--- src/rtl/mem_bus_arbiter.sv ---
// mem_bus_arbiter: merges the IF and DM CPU ports onto one registered, wait-stated mem_* bus
module mem_bus_arbiter #(
   parameter int unsigned WAIT_CYCLES      = 1,
   parameter logic [31:0] SERIAL_DATA_ADDR = 32'hBFD003F8
) (
   input  logic        clk,
   input  logic        rst,
   input  logic        if_req,
   input  logic [31:0] if_addr,
   output logic [31:0] if_rdata,
   output logic        if_ack,
   input  logic        dm_req,
   input  logic        dm_we,
   input  logic [31:0] dm_addr,
   input  logic [31:0] dm_wdata,
   input  logic [3:0]  dm_sel_n,
   output logic [31:0] dm_rdata,
   output logic        dm_ack,
   output logic        stall_req,
   output logic [31:0] mem_addr,
   output logic [31:0] mem_wdata,
   output logic        mem_we_n,
   output logic [3:0]  mem_sel_n,
   output logic        mem_ce_i,
   input  logic [31:0] mem_rdata
);
   typedef enum logic [1:0] {IDLE, ACCESS, RESP} state_t;
   localparam logic [3:0] W = 4'(WAIT_CYCLES);
   state_t      r_state;
   logic [3:0]  r_cnt;
   logic        r_dm;
   logic [31:0] r_addr;
   logic [31:0] r_wdata;
   logic        r_we_n;
   logic [3:0]  r_sel_n;
   logic        r_ce;
   logic        r_if_ack;
   logic        r_dm_ack;
   logic [31:0] r_if_rdata;
   logic [31:0] r_dm_rdata;
   logic [31:0] w_addr;
   logic        w_serial;
   assign w_addr    = dm_req ? dm_addr : if_addr;
   assign w_serial  = w_addr == SERIAL_DATA_ADDR;
   assign mem_addr  = r_addr;
   assign mem_wdata = r_wdata;
   assign mem_we_n  = r_we_n;
   assign mem_sel_n = r_sel_n;
   assign mem_ce_i  = r_ce;
   assign if_ack    = r_if_ack;
   assign dm_ack    = r_dm_ack;
   assign if_rdata  = r_if_rdata;
   assign dm_rdata  = r_dm_rdata;
   assign stall_req = (if_req & ~r_if_ack) | (dm_req & ~r_dm_ack);
   // grant (DM first), hold the access for its wait count, then pulse the owner's ack
   always_ff @(posedge clk or posedge rst) begin
      if (rst) begin
         r_state    <= IDLE;
         r_cnt      <= '0;
         r_dm       <= 1'b0;
         r_addr     <= '0;
         r_wdata    <= '0;
         r_we_n     <= 1'b1;
         r_sel_n    <= 4'hF;
         r_ce       <= 1'b0;
         r_if_ack   <= 1'b0;
         r_dm_ack   <= 1'b0;
         r_if_rdata <= '0;
         r_dm_rdata <= '0;
      end else begin
         case (r_state)
            IDLE: begin
               r_if_ack <= 1'b0;
               r_dm_ack <= 1'b0;
               if (dm_req | if_req) begin
                  r_state <= ACCESS;
                  r_dm    <= dm_req;
                  r_addr  <= w_addr;
                  r_wdata <= dm_req ? dm_wdata : '0;
                  r_we_n  <= ~(dm_req & dm_we);
                  r_sel_n <= dm_req ? dm_sel_n : 4'h0;
                  r_ce    <= 1'b1;
                  r_cnt   <= w_serial ? 4'd0 : W;
               end
            end
            ACCESS: begin
               if (r_cnt == 4'd0) begin
                  r_state <= RESP;
                  r_ce    <= 1'b0;
                  r_we_n  <= 1'b1;
                  r_sel_n <= 4'hF;
                  if (r_dm) begin
                     r_dm_ack <= 1'b1;
                     if (r_we_n) r_dm_rdata <= mem_rdata;
                  end else begin
                     r_if_ack   <= 1'b1;
                     r_if_rdata <= mem_rdata;
                  end
               end else begin
                  r_cnt <= r_cnt - 4'd1;
               end
            end
            RESP: begin
               r_if_ack <= 1'b0;
               r_dm_ack <= 1'b0;
               r_state  <= IDLE;
            end
            default: r_state <= IDLE;
         endcase
      end
   end
endmodule

--- config.mk ---
export PLATFORM = sky130hd
export DESIGN_NAME = mem_bus_arbiter
export DESIGN_NICKNAME = d
export VERILOG_FILES = /design/src/rtl/mem_bus_arbiter.sv
export SDC_FILE = /design/constraint.sdc
export NUM_CORES = 1
export LEC_CHECK = 0
export CAP_MARGIN = 10
export CORE_MARGIN = 2
export CORE_UTILIZATION = 24
export CTS_CLUSTER_SIZE = 16
export DETAILED_ROUTE_END_ITERATION = 16
export SLEW_MARGIN = 20
export SYNTH_ARGS = -nofsm -noshare
export SYNTH_HDL_FRONTEND = slang
export SYNTH_SLANG_ARGS = --single-unit
--- constraint.sdc ---
create_clock -name clk -period 6.2 [get_ports clk]
set_input_delay 0.93 -clock clk [delete_from_list [all_inputs] [get_ports clk]]
set_output_delay 0.93 -clock clk [all_outputs]
set_load 0.02 [all_outputs]
==> metrics.yaml, run 1 <==
port_buffers: 273
cts_setup_buffers: 0
p_leak_nw: 4.118
ctsHoldBuffers: 0
syn_to_final_growth_pct: 61.06
firstDrtPassIters: 4
cp_num_buf_inv: 4
r2r_end: "dm_rdata[1]"
io_pins: 274
wl_um: 17240
fin_crit_ps: 3486
synth-seq-area-share_pct: 60.34
grt_max_degree: 83
hpwlAfterDp_um: 12350
ir_worst_vdd_mv: 0.1864
path_class: "in -> out"
wl_per_cell_um: 16.49
clk_path_buf_depth: 2
cts_buffers: 17
power.total_w: 0.005113
viasPerCell: 4.275
gp_congestion: 0.7610
dieWidth_um: 161.3
hold_depth: 2
reg2reg_depth: 6
cts.sink_count: 143
start_util_pct: 24.43
final_nets: 848
fillers: 2371
diodes: 0
setup_viol: 0
synth_top_area_share_pct: 58.13
rsz0062_at_grt: "no"
yosys-top-cells-area: "dfrtp_1, mux2_4, mux2_2"
clock_latency_ps: 420
fin_worst_skew_ps: 10.43
start_kind: "input pin"
synth-seq-cells: 143
chipHeight_um: 161.3
slew_headroom_pct: 46.01
grt_pass1_vias: 4805
drcViolationCount: 0
setup_tns_ps: 0
final_layout_size_suffix_gt1_share_pct: 15.93
r2r_slack_ps: 3590
htree_levels: 4
core_sq_um: 24320
slew_viol_final: 0
yosys.area.top_type: "dfrtp_1"
root_buffer: "clkbuf_16"
required_ps: 5270
cts_resized: 0
avgSynthCellArea_sq_um: 13.59
vias: 4472
grt_overflow: 0
path_clk_slew_ps: 60
synth_cells: 437
cts_tree: "built"
critPathArrivalTime_ps: 2560
status: "finished clean"
ant_nets: 0
dieArea_sq_um: 26030
cpLargestDelayFamily: "buffers and inverters"
hp-start: "mem_addr[21]"
hold_viol_final: 0
slowest_stage: "clkdlybuf4s50_1"
cp-end-kind: "output pin"
cp_max_fo: 43
cp_cell_sequence: "buf_2 -> buf_4 -> inv_1 -> o22ai_1 -> clkdlybuf4s50_1"
row_count: 57
reg2reg_from: "r_cnt[0]"
synth_area_sq_um: 5941
hold_class: "reg -> reg"
antenna_found_initial: 2
critPathMaxStageDelay_ps: 630
powerDensity_nw_per_um2: 534.4
ys_types: 40
synth_nets: 576
max_freq_mhz: 286.9
finalCritPeriodShare_pct: 56.22
ys_warn_count: 0
hold_end: "mem_addr[21]"
worst_pin_slew_ps: 806.8
cap_violations: 0
detail_route.iter0.violations: 224
grt_pass1_wl_um: 27420
grt.total_usage_pct: 13.66
per-layer routing:
metal	track usage [%]	up-vias	part of all wire, %
met2	21.39	178	46
met3	6.138	20	8.4
met1	17.11	2136	44
met5	0	-	0.17
li1	-	2134	-
met4	3.734	4	1.5
registers in the layout, summed over array words and instances (netlist names):
register / flops
mem_wdata: 32
mem_sel_n: 4
r_cnt: 4
r_dm: 1
mem_addr: 32
mem_ce_i: 1
dm_rdata: 32
mem_we_n: 1
dm_ack: 1
if_ack: 1
r_state: 2
if_rdata: 32
cell type report:
type	instances	area [sq um]	area share (%)
multi-input cells	264	2215	23.15
flip-flops and latches	143	3585	37.47
clock buffers	17	425.4	4.446
clock inverters	15	148.9	1.556
inverters	5	23.77	0.2485
repair buffers	278	2765	28.90
well taps	324	405.4	4.237
worst max-delay path by stage:
stage / to / depth (start not counted) / slack (ps) / from
global route: stall_req / 5 / 2610 / dm_req
detailed placement: stall_req / 5 / 2700 / dm_req
floorplan: dm_ack / 1 / 1440 / rst
finish: stall_req / 5 / 2710 / dm_req
global placement: stall_req / 5 / 2700 / dm_req
CTS: stall_req / 5 / 2700 / dm_req
cell usage after synthesis (all sizes together):
cell     number
a21o          2
buf          14
a21oi         7
nor2         11
nor4bb        1
nor3          8
nor4          6
ha            2
o22ai         1
or3b          1
o21ai        33
a22o         33
a21boi        1
dfrtp       138
nor2b         3
nand2        37
and4b         1
nand4b        2
o221a         1
mux2         67
mux2i        30
inv           5
o22a          1
dfstp         5
o2111ai       1
nand4         6
xor2          2
clkbuf       11
or4           2
nand3         4
nand2b        1
cell families (layout without fill, tap and decap cells):
group	count (synthesis)	count (layout)	share of synthesized area (%)
AO/OA/AOI/OAI	80	80	9.204
XOR/XNOR	2	2	0.2949
adder cells (fa/ha/maj)	2	2	0.4212
buffers and inverters	30	315	2.654
flip-flops	143	143	60.34
multiplexers	97	97	19.65
AND/OR/NAND/NOR	83	83	7.435
worst register-to-register path, cell delays in order (launching register included):
cell,delay [ps]
dfrtp_1,410
inv_1,90
ha_1,130
or3b_1,530
nor2_8,240
nand3_4,560
mux2_4,530
cell usage in the layout, fill, tap and decap left out, drive strengths merged, types with 6 or more instances in the layout:
| cell | count |
|---|---|
| clkdlybuf4s50 | 272 |
| dfrtp | 138 |
| mux2 | 67 |
| nand2 | 37 |
| a22o | 33 |
| o21ai | 33 |
| mux2i | 30 |
| clkbuf | 17 |
| inv | 13 |
| nor2 | 11 |
| nor3 | 8 |
| a21oi | 7 |
| nor4 | 6 |
| nand4 | 6 |
| buf | 6 |
metrics by stage:
stage	setup slack, ps	cells	util (%)	hold slack [ps]	area, sq um
global route	2606	1046	39.34	505.4	9568
floorplan	1440	437	-	499.5	5941
CTS	2697	1046	39.34	484.4	9568
detailed placement	2699	1014	36.98	471.0	8994
finish	2714	1046	39.34	478.7	9568
global placement	2697	1014	36.98	461.7	8994
power breakdown:
| group | switching (W) | internal [W] |
|---|---|---|
| sequential | 0.000249 | 0.00140 |
| combinational | 0.00120 | 0.00126 |
| clock | 0.000442 | 0.000565 |
(Power assumes the default switching activity.)
==> inputs of run 2 (changes only) <==
- clock period: 6.2 -> 3.55 ns (I/O delays scaled with it)
==> metrics.yaml, run 2 (synthesis gave the netlist of run 1 again) <==
fin_crit_ps: 2583
cts_resized: 0  # unchanged
grt_max_degree: 76  # was 83
cap_violations: 0  # unchanged
slew_viol_final: 0  # unchanged
ctsHoldBuffers: 0  # unchanged
dieWidth_um: 161.3  # unchanged
path_clk_slew_ps: 60  # about the same
ant_nets: 0  # unchanged
start_util_pct: 24.43  # unchanged
p_leak_nw: 4.164  # was 4.118 nW
pre_cts_ws_ps: 919.9  # was 2699 ps
row_count: 57  # unchanged
cts.sink_count: 143  # unchanged
finalCritPeriodShare_pct: 72.75
powerDensity_nw_per_um2: 936.5  # was 534.4 nW/um^2
regArea_sq_um: 3585  # unchanged
rsz0062_at_grt: "no"  # unchanged
root_buffer: "clkbuf_16"  # unchanged
clk_path_buf_depth: 2  # unchanged
htree_levels: 4  # unchanged
setup_tns_ps: 0  # unchanged
mostFrequentLayoutCells: "clkdlybuf4s50_1, dfrtp_1, nand2_1"  # unchanged
cts_setup_buffers: 0  # unchanged
hold_depth: 2  # unchanged
path_class: "reg -> reg"  # was in -> out
wl_per_cell_um: 16.58  # was 16.49 um
core_sq_um: 24320  # unchanged
status: "finished clean"  # unchanged
final_nets: 852  # was 848
grt.total_usage_pct: 13.72  # was 13.66%
reg2reg_depth: 6  # unchanged
multi_input_area_sq_um: 2215  # unchanged
firstDrtPassIters: 4  # unchanged
wl_um: 17410  # was 17240 um
chipHeight_um: 161.3  # unchanged
antenna_found_initial: 0  # was 2
hold_class: "reg -> reg"  # unchanged
hpwlAfterDp_um: 12890  # was 12350 um
detail_route.iter0.violations: 167  # was 224
diodes: 0  # unchanged
grt_overflow: 0  # unchanged
setup_viol: 0  # unchanged
io_pins: 274  # unchanged
start_kind: "flip-flop"  # was input pin
cp_max_fo: 32  # was 43
syn_to_final_growth_pct: 62.55  # was 61.06%
max_freq_mhz: 387.2
dieArea_sq_um: 26030  # unchanged
cp-end-kind: "flip-flop"  # was output pin
slew_headroom_pct: 52.40  # was 46.01%
hold_viol_final: 0  # unchanged
vias: 4544  # was 4472
viasPerCell: 4.328  # was 4.275
hold-worst-slack_ps: 476.9  # was 478.7 ps
grt_pass1_vias: 4760  # was 4805
critPathArrivalTime_ps: 2880  # was 2560 ps
final_common_cell: "clkdlybuf4s50_1"  # unchanged
port_buffers: 273  # unchanged
final_layout_size_suffix_gt1_share_pct: 16.39  # was 15.93%
clock_latency_ps: 420  # about the same
gp_congestion: 0.7533  # was 0.7610
cts_tree: "built"  # unchanged
fillers: 2335  # was 2371
required_ps: 3840  # was 5270 ps
ir_worst_vdd_mv: 0.3964  # was 0.1864 mV
worst_pin_slew_ps: 712.5  # was 806.8 ps
drcViolationCount: 0  # unchanged
finalWorstSetupSlack_ps: 967.3  # was 2714 ps
cts_buffers: 17  # unchanged
grt_pass1_wl_um: 27590  # was 27420 um
fin_worst_skew_ps: 10.17  # was 10.43 ps
[run 2: changes by cell type in the layout (fill, tap and decap cells not counted)]
cell,delta
bufinv_16,+1
inv_6,-2
clkinvlp_4,-1
buf_12,+2
clkbuf_8,+1
inv_8,+1
clkinv_2,-1
buf_4,+2
clkinv_4,+1
[run 2: critical path: stages, from the launching register on]
cell and delay (ps):
dfrtp_1 410, inv_1 90, ha_1 140, or3b_1 530
nor2_8 230, nand3_4 510, mux2_4 500
[run 2: area by class of cell]
type | count | area share [%]
clock inverter | 14 | 1.762
multi-input combinational | 264 | 22.93
sequential | 143 | 37.12
inverter | 5 | 0.2332
timing repair buffer | 282 | 29.20
tap | 324 | 4.198
clock buffer | 18 | 4.548
[run 2: where the power goes]
group          switching, W  total [W]  internal (W)
Sequential         0.000454    0.00289       0.00244
Clock              0.000767    0.00185       0.00108
Combinational       0.00208    0.00430       0.00222
[run 2: layer usage]
metal	global-route usage, %	vias to the layer above	share of wire (%)
met4	3.490	0	1.4
li1	-	2150	-
met5	0	-	0
met3	5.059	17	7.4
met2	21.74	188	46
met1	17.78	2189	45
[run 2: worst paths after layout]
| path | startpoint | endpoint | slack (ps) |
|---|---|---|---|
| max in group asynchronous | rst | mem_addr[18] | 2150 |
| worst max register to register | r_cnt[0] | dm_rdata[28] | 970 |
| min in group asynchronous | rst | mem_wdata[30] | 550 |
| worst max-delay path | r_cnt[0] | dm_rdata[28] | 970 |
| worst min register to register | mem_addr[27] | mem_addr[27] | 480 |
| worst min-delay path | mem_addr[27] | mem_addr[27] | 480 |
[run 2: through the flow]
stage          utilization [%]  std cells  cell area [sq um]  total power (W)
2_1_floorplan                -        437               5944         0.005190
3_3_place_gp             37.20       1018               9047         0.007231
3_5_place_dp             37.20       1018               9047         0.007269
4_1_cts                  39.71       1050               9657         0.009199
5_1_grt                  39.71       1050               9657         0.009597
6_report                 39.71       1050               9657         0.009044
==> inputs of run 3 (changes only) <==
- clock period: 3.55 -> 2.71 ns (I/O delays scaled with it)
==> metrics.yaml, run 3 (synthesis gave the netlist of run 1 again) <==
hold-worst-slack_ps: 408.3  # was 476.9 ps
ant_nets: 0  # unchanged
grt_pass1_vias: 4771  # was 4760
row_count: 57  # unchanged
grt.total_usage_pct: 13.78  # was 13.72%
diodes: 0  # unchanged
finalCritPeriodShare_pct: 82.72
setup_viol: 0  # unchanged
r2r_end: "dm_rdata[29]"  # was dm_rdata[28]
crit_top_cell: "clkdlybuf4s50_1"
grt_pass1_wl_um: 27560  # was 27590 um
reg2reg_from: "r_cnt[0]"  # unchanged
fin_worst_skew_ps: 9.891  # was 10.17 ps
hold_viol_final: 0  # unchanged
gp_congestion: 0.7395  # was 0.7533
core_sq_um: 24320  # unchanged
wl_per_cell_um: 16.57  # was 16.58 um
p_leak_nw: 4.213  # was 4.164 nW
cpLargestDelayFamily: "buffers and inverters"  # was simple AND/OR/NAND/NOR gates
reg2reg_depth: 7  # was 6
grt_overflow: 0  # unchanged
cts_resized: 0  # unchanged
fin_crit_ps: 2242
worst_pin_slew_ps: 575.6  # was 712.5 ps
clock_latency_ps: 420  # about the same
p_clk_share_pct: 21.7  # was 20.5%
port_buffers: 273  # unchanged
cts_tree: "built"  # unchanged
max_freq_mhz: 446.1
p_switching_w: 0.004304  # was 0.003305 W
powerDensity_nw_per_um2: 1241  # was 936.5 nW/um^2
drcViolationCount: 0  # unchanged
required_ps: 2300  # was 3840 ps
finalWorstSetupSlack_ps: 468.3  # was 967.3 ps
slew_headroom_pct: 61.63  # was 52.40%
viasPerCell: 4.330  # was 4.328
antenna_found_initial: 1  # was 0
chipHeight_um: 161.3  # unchanged
rsz0062_at_grt: "no"  # unchanged
hpwlAfterDp_um: 12950  # was 12890 um
mostFrequentLayoutCells: "clkdlybuf4s50_1, dfrtp_1, nand2_1"  # unchanged
clk_path_buf_depth: 2  # unchanged
cap_violations: 0  # unchanged
cts_buffers: 17  # unchanged
startpoint: "if_req"  # was r_cnt[0]
critPathMaxStageDelay_ps: 620  # was 530 ps
endpoint: "stall_req"  # was dm_rdata[28]
cp_max_fo: 4  # was 32
root_buffer: "clkbuf_16"  # unchanged
final_nets: 855  # was 852
slew_viol_final: 0  # unchanged
hold_class: "in -> async"  # was reg -> reg
cp-end-kind: "output pin"  # was flip-flop
io_pins: 274  # unchanged
final_layout_size_suffix_gt1_share_pct: 16.60  # was 16.39%
cp_num_buf_inv: 3  # was 1
dieArea_sq_um: 26030  # unchanged
cp_cell_sequence: "clkdlybuf4s50_1 -> inv_1 -> o22ai_1 -> clkdlybuf4s50_1"  # was inv_1 -> ha_1 -> or3b_1 -> nor2_8 -> nand3_4 -> mux2_4
stdcell_area_sq_um: 9753  # was 9657 sq um
cellInternalPower_w: 0.007798  # was 0.005738 W
htree_levels: 4  # unchanged
syn_to_final_growth_pct: 64.17  # was 62.55%
grt_max_degree: 75  # was 76
wl_um: 17450  # was 17410 um
p_seq_share_pct: 31.2  # was 32.0%
combPwrFrac_pct: 47.0  # was 47.6%
vias: 4559  # was 4544
start_kind: "input pin"  # was flip-flop
detail_route.iter0.violations: 206  # was 167
slowest_stage: "clkdlybuf4s50_1"  # was or3b_1
status: "finished clean"  # unchanged
crit_cells: 4  # was 6
cts_setup_buffers: 0  # unchanged
path_class: "in -> out"  # was reg -> reg
start_util_pct: 24.43  # unchanged
r2r_slack_ps: 510  # was 970 ps
ctsHoldBuffers: 0  # unchanged
final_common_cell: "clkdlybuf4s50_1"  # unchanged
setup_tns_ps: 0  # unchanged
path_clk_slew_ps: 60  # about the same
ir_worst_vdd_mv: 0.4798  # was 0.3964 mV
dieWidth_um: 161.3  # unchanged
firstDrtPassIters: 4  # unchanged
cts.sink_count: 143  # unchanged
place_area_sq_um: 9095  # was 9047 sq um
critPathArrivalTime_ps: 1840  # was 2880 ps
pre_cts_ws_ps: 451.1  # was 919.9 ps
swShare_pct: 35.57  # was 36.55%
-- run 3: cell types whose count changed in the layout (fill, tap and decap cells not counted), sizes merged --
cell / previous run / this run
buf: 10 / 13
bufinv: 2 / 5
clkinv: 2 / 4
clkinvlp: 3 / 2
inv: 12 / 8
-- run 3: final cells by class --
class                      instances  area, sq um
timing repair buffer             285         2868
tap                              324        405.4
sequential                       143         3585
multi-input combinational        264         2215
inverter                           5        22.52
clock inverter                    14        229.0
clock buffer                      18        429.2
fill                            2373        14570
-- run 3: worst min-delay path by stage --
stage                      from  cells past startpoint      endpoint
finish                      rst                      2  mem_sel_n[2]
global route                rst                      2  mem_sel_n[2]
CTS                         rst                      2  mem_sel_n[2]
detailed placement  mem_addr[7]                      2   mem_addr[7]
global placement    mem_addr[1]                      2   mem_addr[1]
floorplan                 dm_we                      1      mem_we_n
-- run 3: metrics by stage --
stage / power (W) / util (%) / instances
floorplan: 0.006799 / - / 437
global placement: 0.009519 / 37.40 / 1021
detailed placement: 0.009583 / 37.40 / 1021
CTS: 0.01232 / 40.10 / 1053
global route: 0.01284 / 40.10 / 1053
finish: 0.01210 / 40.10 / 1053
-- run 3: routing by layer --
layer	routed length (um)	global-route usage (%)
met1	7536	17.18
met2	8169	21.83
met3	1488	5.675
met4	238	4.261
met5	11	0
-- run 3: power by group through the flow --
stage | logic (W) | registers [W] | clock network (W)
6_report | 0.00569 | 0.00378 | 0.00263
5_1_grt | 0.00608 | 0.00392 | 0.00283
4_1_cts | 0.00579 | 0.00380 | 0.00274
3_5_place_dp | 0.00578 | 0.00381 | 0
3_3_place_gp | 0.00572 | 0.00379 | 0
2_1_floorplan | 0.00185 | 0.00495 | 0
